**config.mk**
```make
export PLATFORM = sky130hd
export DESIGN_NAME = imem_boot_loader
export DESIGN_NICKNAME = d
export VERILOG_FILES = /design/src/rtl/imem_boot_loader_pkg.sv /design/src/rtl/imem_boot_loader_byte_packer.sv /design/src/rtl/imem_boot_loader.sv
export SDC_FILE = /design/constraint.sdc
export NUM_CORES = 1
export LEC_CHECK = 0
export ABC_AREA = 1
export CAP_MARGIN = 10
export CORE_ASPECT_RATIO = 1.2
export CORE_UTILIZATION = 45
export CTS_CLUSTER_SIZE = 10
export DETAILED_ROUTE_END_ITERATION = 8
export GPL_TIMING_DRIVEN = 0
export PLACE_DENSITY = 0.72
export RECOVER_POWER = 100
export SYNTH_ARGS = -nofsm -noshare
export SYNTH_HDL_FRONTEND = slang
export SYNTH_SLANG_ARGS = --single-unit
```
**constraint.sdc**
```tcl
create_clock -name clk -period 1.37 [get_ports clk]
set_input_delay 0.3425 -clock clk [delete_from_list [all_inputs] [get_ports clk]]
set_output_delay 0.3425 -clock clk [all_outputs]
set_load 0.01 [all_outputs]
```
**src/rtl/imem_boot_loader_pkg.sv**
```systemverilog
// Shared types and constants for the IMEM boot loader.
// Optional checksum stage is enabled with the IMEM_BOOT_CHECKSUM_EN macro.
package imem_boot_loader_pkg;

    typedef enum logic [2:0] {
        ST_HDR   = 3'd0,
        ST_LOAD  = 3'd1,
        ST_CHK   = 3'd2,
        ST_DONE  = 3'd3,
        ST_ERROR = 3'd4
    } state_e;

    localparam int HDR_BYTES      = 4;
    localparam int BYTES_PER_WORD = 4;

endpackage

```
**src/rtl/imem_boot_loader_byte_packer.sv**
```systemverilog
// Packs a byte stream, LSB first, into 32-bit words.
// The word is presented combinationally alongside word_valid on the 4th byte.
module byte_packer
    import imem_boot_loader_pkg::*;
(
    input  logic        clk,
    input  logic        rst_n,
    input  logic        clr,
    input  logic        byte_valid,
    input  logic [7:0]  byte_data,
    output logic        word_valid,
    output logic [31:0] word
);

    logic [1:0]  idx_q, idx_d;
    logic [31:0] sr_q,  sr_d;

    // New bytes enter at the top, so the first byte ends up in [7:0].
    always_comb begin
        idx_d = idx_q;
        sr_d  = sr_q;
        if (clr) begin
            idx_d = 2'd0;
            sr_d  = 32'd0;
        end else if (byte_valid) begin
            idx_d = idx_q + 2'd1;
            sr_d  = {byte_data, sr_q[31:8]};
        end
    end

    always_ff @(posedge clk or negedge rst_n) begin
        if (!rst_n) begin
            idx_q <= 2'd0;
            sr_q  <= 32'd0;
        end else begin
            idx_q <= idx_d;
            sr_q  <= sr_d;
        end
    end

    assign word_valid = byte_valid && !clr && (idx_q == 2'(BYTES_PER_WORD - 1));
    assign word       = {byte_data, sr_q[31:8]};

endmodule

```
**src/rtl/imem_boot_loader.sv**
```systemverilog
// Streams a length-prefixed program image into IMEM, then releases the core reset.
// Define IMEM_BOOT_CHECKSUM_EN to require a trailing mod-256 payload checksum byte.
module imem_boot_loader
    import imem_boot_loader_pkg::*;
#(
    parameter int ADDR_W = 10
) (
    input  logic              clk,
    input  logic              rst_n,
    input  logic              start,
    input  logic              in_valid,
    input  logic [7:0]        in_data,
    output logic              in_ready,
    output logic              imem_we,
    output logic [ADDR_W-1:0] imem_addr,
    output logic [31:0]       imem_wdata,
    output logic              core_rst_n,
    output logic              done,
    output logic              error,
    output logic [ADDR_W:0]   words_loaded
);

    localparam logic [32:0] CAP = 33'd1 << ADDR_W;

`ifdef IMEM_BOOT_CHECKSUM_EN
    localparam state_e PAYLOAD_END = ST_CHK;
    logic [7:0] sum_q, sum_d;
`else
    localparam state_e PAYLOAD_END = ST_DONE;
`endif

    state_e            state_q, state_d;
    logic              imem_we_q, imem_we_d;
    logic [ADDR_W-1:0] imem_addr_q, imem_addr_d;
    logic [31:0]       imem_wdata_q, imem_wdata_d;
    logic [ADDR_W:0]   words_q, words_d;
    logic [ADDR_W:0]   n_q, n_d;
    logic              done_q, done_d;

    logic        fire;
    logic        restart;
    logic        pk_valid;
    logic        pk_word_valid;
    logic [31:0] pk_word;

    assign in_ready = (state_q == ST_HDR) || (state_q == ST_LOAD) || (state_q == ST_CHK);
    assign fire     = in_valid && in_ready;
    assign restart  = start && ((state_q == ST_DONE) || (state_q == ST_ERROR));
    assign pk_valid = fire && ((state_q == ST_HDR) || (state_q == ST_LOAD));

    byte_packer u_packer (
        .clk        (clk),
        .rst_n      (rst_n),
        .clr        (restart),
        .byte_valid (pk_valid),
        .byte_data  (in_data),
        .word_valid (pk_word_valid),
        .word       (pk_word)
    );

    always_comb begin
        state_d      = state_q;
        imem_we_d    = 1'b0;
        imem_addr_d  = imem_addr_q;
        imem_wdata_d = imem_wdata_q;
        words_d      = words_q;
        n_d          = n_q;
`ifdef IMEM_BOOT_CHECKSUM_EN
        sum_d        = sum_q;
`endif
        case (state_q)
            ST_HDR: begin
                if (pk_word_valid) begin
                    n_d = pk_word[ADDR_W:0];
                    if ({1'b0, pk_word} > CAP) begin
                        state_d = ST_ERROR;
                    end else if (pk_word == 32'd0) begin
                        state_d = PAYLOAD_END;
                    end else begin
                        state_d = ST_LOAD;
                    end
                end
            end
            ST_LOAD: begin
`ifdef IMEM_BOOT_CHECKSUM_EN
                if (pk_valid) begin
                    sum_d = sum_q + in_data;
                end
`endif
                // The guard stops stray bytes after the last word from writing.
                if (pk_word_valid && (words_q != n_q)) begin
                    imem_we_d    = 1'b1;
                    imem_wdata_d = pk_word;
                    imem_addr_d  = words_q[ADDR_W-1:0];
                    words_d      = words_q + 1'b1;
`ifdef IMEM_BOOT_CHECKSUM_EN
                    if ((words_q + 1'b1) == n_q) begin
                        state_d = ST_CHK;
                    end
`endif
                end
`ifndef IMEM_BOOT_CHECKSUM_EN
                // Enter DONE only after the final write cycle has gone out.
                if (words_q == n_q) begin
                    state_d = ST_DONE;
                end
`endif
            end
`ifdef IMEM_BOOT_CHECKSUM_EN
            ST_CHK: begin
                if (fire) begin
                    state_d = (in_data == sum_q) ? ST_DONE : ST_ERROR;
                end
            end
`endif
            ST_DONE, ST_ERROR: begin
                if (start) begin
                    state_d = ST_HDR;
                    words_d = '0;
                    n_d     = '0;
`ifdef IMEM_BOOT_CHECKSUM_EN
                    sum_d   = 8'd0;
`endif
                end
            end
            default: state_d = ST_HDR;
        endcase
        done_d = (state_q == ST_DONE) && !start;
    end

    always_ff @(posedge clk or negedge rst_n) begin
        if (!rst_n) begin
            state_q      <= ST_HDR;
            imem_we_q    <= 1'b0;
            imem_addr_q  <= '0;
            imem_wdata_q <= 32'd0;
            words_q      <= '0;
            n_q          <= '0;
            done_q       <= 1'b0;
`ifdef IMEM_BOOT_CHECKSUM_EN
            sum_q        <= 8'd0;
`endif
        end else begin
            state_q      <= state_d;
            imem_we_q    <= imem_we_d;
            imem_addr_q  <= imem_addr_d;
            imem_wdata_q <= imem_wdata_d;
            words_q      <= words_d;
            n_q          <= n_d;
            done_q       <= done_d;
`ifdef IMEM_BOOT_CHECKSUM_EN
            sum_q        <= sum_d;
`endif
        end
    end

    assign imem_we      = imem_we_q;
    assign imem_addr    = imem_addr_q;
    assign imem_wdata   = imem_wdata_q;
    assign words_loaded = words_q;
    assign done         = done_q;
    assign core_rst_n   = done_q;
    assign error        = (state_q == ST_ERROR);

endmodule
```
==> flow_metrics.env, run 1 <==
export IMPL_worst_pin_slew_ps=596
export IMPL_ios=70
export IMPL_io_buffers=69
export IMPL_slew_headroom_pct=60.3
export IMPL_tritoncts_num_buffers=9
export IMPL_gp_congestion=0.881
export IMPL_ant_nets=0
export IMPL_setup_viol=102
export IMPL_numClockSinks=95
export IMPL_die_area_um2=9770
export IMPL_rows=38
export IMPL_synth_most_common_cell="nand2_1"
export IMPL_slew_viol_final=0
export IMPL_wl_per_cell_um=16.0
export IMPL_reg2reg_setup_slack_ps=-300
export IMPL_htree_levels=3
export IMPL_area_growth_pct=48.3
export IMPL_fin_skew_ps=8.74
export IMPL_antenna_found_initial=0
export IMPL_cap_viol_max_count=0
export IMPL_path_delay_family="simple AND/OR/NAND/NOR gates"
export IMPL_ys_seq_elements=95
export IMPL_start_kind="flip-flop"
export IMPL_cp_max_fo=3
export IMPL_final_nets=638
export IMPL_synth_nets=500
export IMPL_failed_checks="negative setup slack"
export IMPL_grt_usage_pct=25.0
export IMPL_ys_seq_area_share_pct=56.3
export IMPL_die_h_um=108
export IMPL_fp_dieW_um=90.4
export IMPL_finalPower_mw=10.3
export IMPL_cp_end_kind="flip-flop"
export IMPL_drc=0
export IMPL_run_status="complete, but fails checks"
export IMPL_crit_buf_inv=4
export IMPL_yosysTopAreaCell="dfrtp_1"
export IMPL_p_per_area_nw_per_um2=1650
export IMPL_min_period_over_period_pct=122
export IMPL_hpwl_mm=7.20
export IMPL_holdCritPathClass="reg2reg"
export IMPL_syn_area_per_cell_um2=8.68
export IMPL_insertion_delay_ps=380
export IMPL_first_iter_violations=135
export IMPL_timing_critical_path_arrival_ps=1930
export IMPL_diodes=0
export IMPL_grt_pass1_vias=3975
export IMPL_gr_total_overflow=0
export IMPL_final_util_pct=68.9
export IMPL_crit_top_cell="nand2_2"
export IMPL_num_vias=3926
export IMPL_p_leak_nw=2.96
export IMPL_path_depth=13
export IMPL_synth_top_area_share_pct=56.3
export IMPL_clock_fmax_mhz=600
export IMPL_crit_required_ps=1630
export IMPL_critPathSlowestCell="dfrtp_1"
export IMPL_first_pass_iters=4
export IMPL_netlist_area_um2=4220
export IMPL_hold_viol=0
export IMPL_clock_path_buffers=2
export IMPL_layout_drive_gt1_share_pct=31.5
export IMPL_slowest_delay_ps=410
export IMPL_synth_edf_count=0
export IMPL_holdPathStages=2
export IMPL_rsz0062_at_grt="yes"
export IMPL_synth_commonest_cells="nand2_1, dfrtp_1, inv_1"
export IMPL_layout_setup_ws_ps=-298
export IMPL_synth_ff_type="dfrtp_1"
export IMPL_core_area_um2=9080
export IMPL_avgViaCountPerCell=5.24
export IMPL_async_flop_share_pct=100
export IMPL_crit_type="reg2reg"
export IMPL_rr_worst_depth=13
export IMPL_initial_core_util_pct=46.5
export IMPL_yosys_warnings=0
export IMPL_synth_cell_types=26
export IMPL_routed_wl_mm=12.0
export IMPL_grt_max_degree=55
export IMPL_cts_tree="built"
export IMPL_clkTransAtPathRegs_ps=80
export IMPL_cts_root_buffer="clkbuf_8"
export IMPL_crit_chain="buf_6 > inv_4 > nand2_2 > nand2_2 > nand3_2 > nor2_2 > nand3_2 > buf_4 > buf_4 > nand2_4 > nand2_2 > nand2_1 > nand2_1"
export IMPL_grt_pass1_wl_mm=18.8
export IMPL_syn_instance_count=486
export IMPL_finalCriticalPeriod_ps=1670
export IMPL_yosys_top_cells_area="dfrtp_1, nand2_1, inv_1, nand3_1, o21ai_0"
export IMPL_ir_drop_v=0.000891
-- cells by family (layout without fill, tap and decap cells) --
group / count (synthesis) / in the layout / share of synthesized area, %
AOI/OAI and AO/OA: 81 / 81 / 10.4
adders and majority gates: 2 / 2 / 0.593
DFF: 95 / 95 / 56.3
and+or+nand+nor: 213 / 214 / 21.2
buffers and inverters: 82 / 224 / 8.75
xor gates and xnor gates: 13 / 13 / 2.70
-- area by class of cell --
type,count,area [um^2]
clock buffer,13,169
tap,120,150
timing repair buffer,126,1120
sequential,95,2390
clock inverter,3,47.5
buffer,21,226
fill,687,2820
multi-input combinational,310,1930
inverter,61,236
-- sequential cells by signal, summed over array words and instances (netlist names) --
register and cells:
core_rst_n 1, imem_addr 10, imem_wdata 32, imem_we 1, n_q 11, state_q 3
u_packer.idx_q 2, u_packer.sr_q 24, words_loaded 11
-- worst register-to-register path: cells and delay by family (launching register included) --
family	cells	cell delay [ps]
AND/OR/NAND/NOR	9	670
buffers and inverters	4	490
flip-flops	1	410
-- where the power goes --
| part | leakage [nW] | internal (mW) | switching (mW) | total [mW] |
|---|---|---|---|---|
| logic | 1.56 | 1.98 | 2.62 | 4.60 |
| clock network | 0.111 | 1.01 | 1.00 | 2.01 |
| registers | 1.29 | 3.33 | 0.362 | 3.70 |
-- through the flow --
step	setup TNS, ps	worst slack [ps]	cell area [um^2]	std cells	hold slack, ps
final	-19410	-298	6260	749	481
after detailed placement	-44540	-598	5150	676	365
after floorplan	-5390	-110	4280	486	46.9
after CTS	-19710	-288	6090	738	482
after global placement	-365230	-3740	5120	675	456
after global routing	-27030	-385	6260	749	527
-- worst paths after layout --
kind / from / end
min reg2reg: imem_addr[1] / imem_addr[1]
max: words_loaded[2] / state_q[0]
max in group asynchronous: rst_n / n_q[0]
min: imem_addr[1] / imem_addr[1]
min in group asynchronous: rst_n / imem_addr[2]
max reg2reg: words_loaded[2] / state_q[0]
-- placed cells by master, fill, tap and decap left out, types with 6 or more instances in the layout --
cell,instances
nand2_1,110
dfrtp_1,88
inv_1,53
buf_4,36
nor2_1,31
o21ai_1,31
buf_6,27
clkbuf_1,25
clkdlybuf4s15_1,24
nand3_1,22
o22ai_2,19
nand3_2,16
o21ai_0,15
clkbuf_8,12
nand2_2,11
clkdlybuf4s50_1,10
o21ai_2,9
xor2_1,8
buf_8,8
dfrtp_2,7
nor2_4,6
-- metal layers --
metal	vias to the layer above	track usage, %	wire [um]
li1	1833	-	-
met1	1911	28.2	4710
met2	140	45.7	6270
met3	42	4.71	522
met4	0	11.8	506
met5	-	0	0
-- repair_timing --
item | in CTS | in global routing
cloned | 4 | 2
buffers inserted | 41 | 10
hold buffers | 1 | 0
endpoints found under the hold margin | 41 | 0
pin swaps | 10 | 9
endpoints found under the setup margin | 152 | 124
resized for setup | 238 | 76
No activity file was read; power rests on OpenSTA's default activity.
==> inputs of run 2 (changes only) <==
- CORE_ASPECT_RATIO: 1.2 -> unset
- CORE_MARGIN: unset -> 2
- CTS_CLUSTER_SIZE: 10 -> 14
==> run 2 against run 1 <==
Against the previous run:
- first-iteration DRC count increased by 71%
- largest power group unchanged
- highest routed layer unchanged
- critical path depth down 1
- flip-flop and latch count unchanged
- clock skew up 10 ps
- die area is 4.1% higher
- sequential share of layout area shrank 1.7 points
- register-to-register slack lost 80 ps
- the run still ends with negative setup slack left
- fmax is 4.5% lower
- non-clock buffer count grew 25
- worst hold slack got worse by 290 ps
==> flow_metrics.env, run 2 (synthesis results as in run 1) <==
export IMPL_grt_busiest_layer="met2"
export IMPL_place_ws_ps=-644
export IMPL_mostFrequentLayoutCells="dfrtp_1, nand2_1, buf_4, inv_1, buf_6"
export IMPL_gr_total_overflow=0
export IMPL_fp_dieW_um=101
export IMPL_crit_top_cell="nand2_2"
export IMPL_sw_frac_of_total_pct=41.3
export IMPL_avgViaCountPerCell=5.33
export IMPL_p_int_mw=5.71
export IMPL_grt_pass1_vias=3839
export IMPL_fin_skew_ps=19.2
export IMPL_crit_required_ps=1660
export IMPL_failed_checks="negative setup slack"
export IMPL_hold_viol=0
export IMPL_antenna_found_initial=0
export IMPL_run_status="complete, but fails checks"
export IMPL_crit_type="reg2reg"
export IMPL_seq_power_share_pct=38.7
export IMPL_cap_viol_max_count=0
export IMPL_multi_input_area_um2=2020
export IMPL_io_buffers=69
export IMPL_crit_buf_inv=4
export IMPL_die_h_um=101
export IMPL_diodes=0
export IMPL_finalPower_mw=9.72
export IMPL_largest_reg_flops=32
export IMPL_initial_core_util_pct=46.1
export IMPL_clock_fmax_mhz=573
export IMPL_hpwl_mm=7.45
export IMPL_p_leak_nw=3.12
export IMPL_first_pass_iters=5
export IMPL_core_area_um2=9150
export IMPL_cp_max_fo=6
export IMPL_finalCriticalPeriod_ps=1750
export IMPL_cts_tree="built"
export IMPL_critPathSlowestCell="dfrtp_1"
export IMPL_num_vias=4079
export IMPL_layout_drive_gt1_share_pct=41.1
export IMPL_layout_setup_ws_ps=-376
export IMPL_die_area_um2=10200
export IMPL_numClockSinks=95
export IMPL_area_growth_pct=55.3
export IMPL_crit_chain="buf_6 > inv_4 > nand2_2 > nand2_2 > nand3_2 > nor2_4 > nand3_4 > nand3_4 > buf_12 > clkbuf_16 > nand2_2 > o21ai_1"
export IMPL_setup_viol=106
export IMPL_start_kind="flip-flop"
export IMPL_clock_path_buffers=2
export IMPL_path_delay_family="simple AND/OR/NAND/NOR gates"
export IMPL_min_period_over_period_pct=127
export IMPL_pwr_share_clk_pct=20.0
export IMPL_fill_cells=618
export IMPL_clkTransAtPathRegs_ps=110
export IMPL_ir_drop_v=0.000834
export IMPL_gp_congestion=0.932
export IMPL_p_sw_mw=4.01
export IMPL_drc=0
export IMPL_grt_use_met1_pct=31.1
export IMPL_met3_usage_pct=3.40
export IMPL_ios=70
export IMPL_cp_end_kind="flip-flop"
export IMPL_insertion_delay_ps=370
export IMPL_worst_pin_slew_ps=1180
export IMPL_routed_wl_mm=13.4
export IMPL_grt_max_degree=50
export IMPL_slowest_delay_ps=420
export IMPL_holdCritPathClass="in2async"
export IMPL_pwr_share_comb_pct=41.4
export IMPL_first_iter_violations=231
export IMPL_p_per_area_nw_per_um2=1480
export IMPL_wl_per_cell_um=17.5
export IMPL_use_met2_pct=39.6
export IMPL_cts_root_buffer="clkbuf_8"
export IMPL_ant_nets=0
export IMPL_final_common_cell="dfrtp_1"
export IMPL_slew_viol_final=0
export IMPL_grt_pass1_wl_mm=18.8
export IMPL_tritoncts_num_buffers=9
export IMPL_htree_levels=3
export IMPL_rsz0062_at_grt="yes"
export IMPL_seqCellArea_um2=2390
export IMPL_slew_headroom_pct=21.1
export IMPL_rows=35
export IMPL_timing_critical_path_arrival_ps=2040
export IMPL_final_nets=663
export IMPL_grt_usage_pct=23.7
[run 2: cell type report]
cell class,instances,share of cell area (%)
sequential,95,36.4
tap,111,2.12
multi-input combinational,310,30.8
buffer,21,3.68
clock inverter,7,1.16
inverter,61,3.68
timing repair buffer,151,20.3
clock buffer,9,1.89
[run 2: routing by layer]
| metal | vias up | share of wire [%] |
|---|---|---|
| met5 | - | 0 |
| met4 | 0 | 2.9 |
| met3 | 39 | 4.6 |
| met2 | 156 | 52 |
| met1 | 1990 | 40 |
| li1 | 1894 | - |
[run 2: worst reg2reg max path: stages, from the launching register on]
cell and delay (ps):
dfrtp_1 420, buf_6 140, inv_4 50, nand2_2 40, nand2_2 70, nand3_2 80
nor2_4 120, nand3_4 120, nand3_4 170, buf_12 170, clkbuf_16 150, nand2_2 50
o21ai_1 90
[run 2: final timing paths]
check / from / to / slack, ps / cells after the start
setup reg to reg: words_loaded[2] / imem_wdata[29] / -380 / 12
hold reg to reg: u_packer.idx_q[0] / u_packer.idx_q[0] / 490 / 1
setup / recovery: words_loaded[2] / imem_wdata[29] / -380 / 12
min in group clk: u_packer.idx_q[0] / u_packer.idx_q[0] / 490 / 1
hold / removal: rst_n / imem_addr[6] / 190 / 1
max in group asynchronous: rst_n / imem_wdata[1] / 230 / 2
[run 2: metrics by stage]
| step | instances | hold WS (ps) | setup TNS (ps) | instance area [um^2] | util (%) |
|---|---|---|---|---|---|
| floorplan | 486 | 46.9 | -5390 | 4280 | - |
| global placement | 666 | 457 | -373080 | 5110 | 55.9 |
| detailed placement | 667 | 400 | -47060 | 5140 | 56.1 |
| CTS | 729 | 2.68 | -21460 | 5850 | 63.9 |
| global route | 765 | 292 | -34000 | 6560 | 71.6 |
| finish | 765 | 192 | -25830 | 6560 | 71.6 |
[run 2: power by group through the flow]
stage               combinational, mW  clock (mW)  sequential (mW)
floorplan                        1.94           0             3.63
CTS                              3.03        1.93             3.67
global route                     4.35        2.06             3.81
detailed placement               2.66           0             3.72
finish                           4.02        1.94             3.76
global placement                 2.58           0             3.71
[run 2: repair_timing]
| action | in CTS | in global routing |
|---|---|---|
| gates resized for setup | 210 | 187 |
| endpoints found under the setup margin | 152 | 136 |
| hold buffers | 0 | 0 |
| pin swaps | 2 | 21 |
| gates cloned | 2 | 8 |
| setup buffers | 44 | 30 |
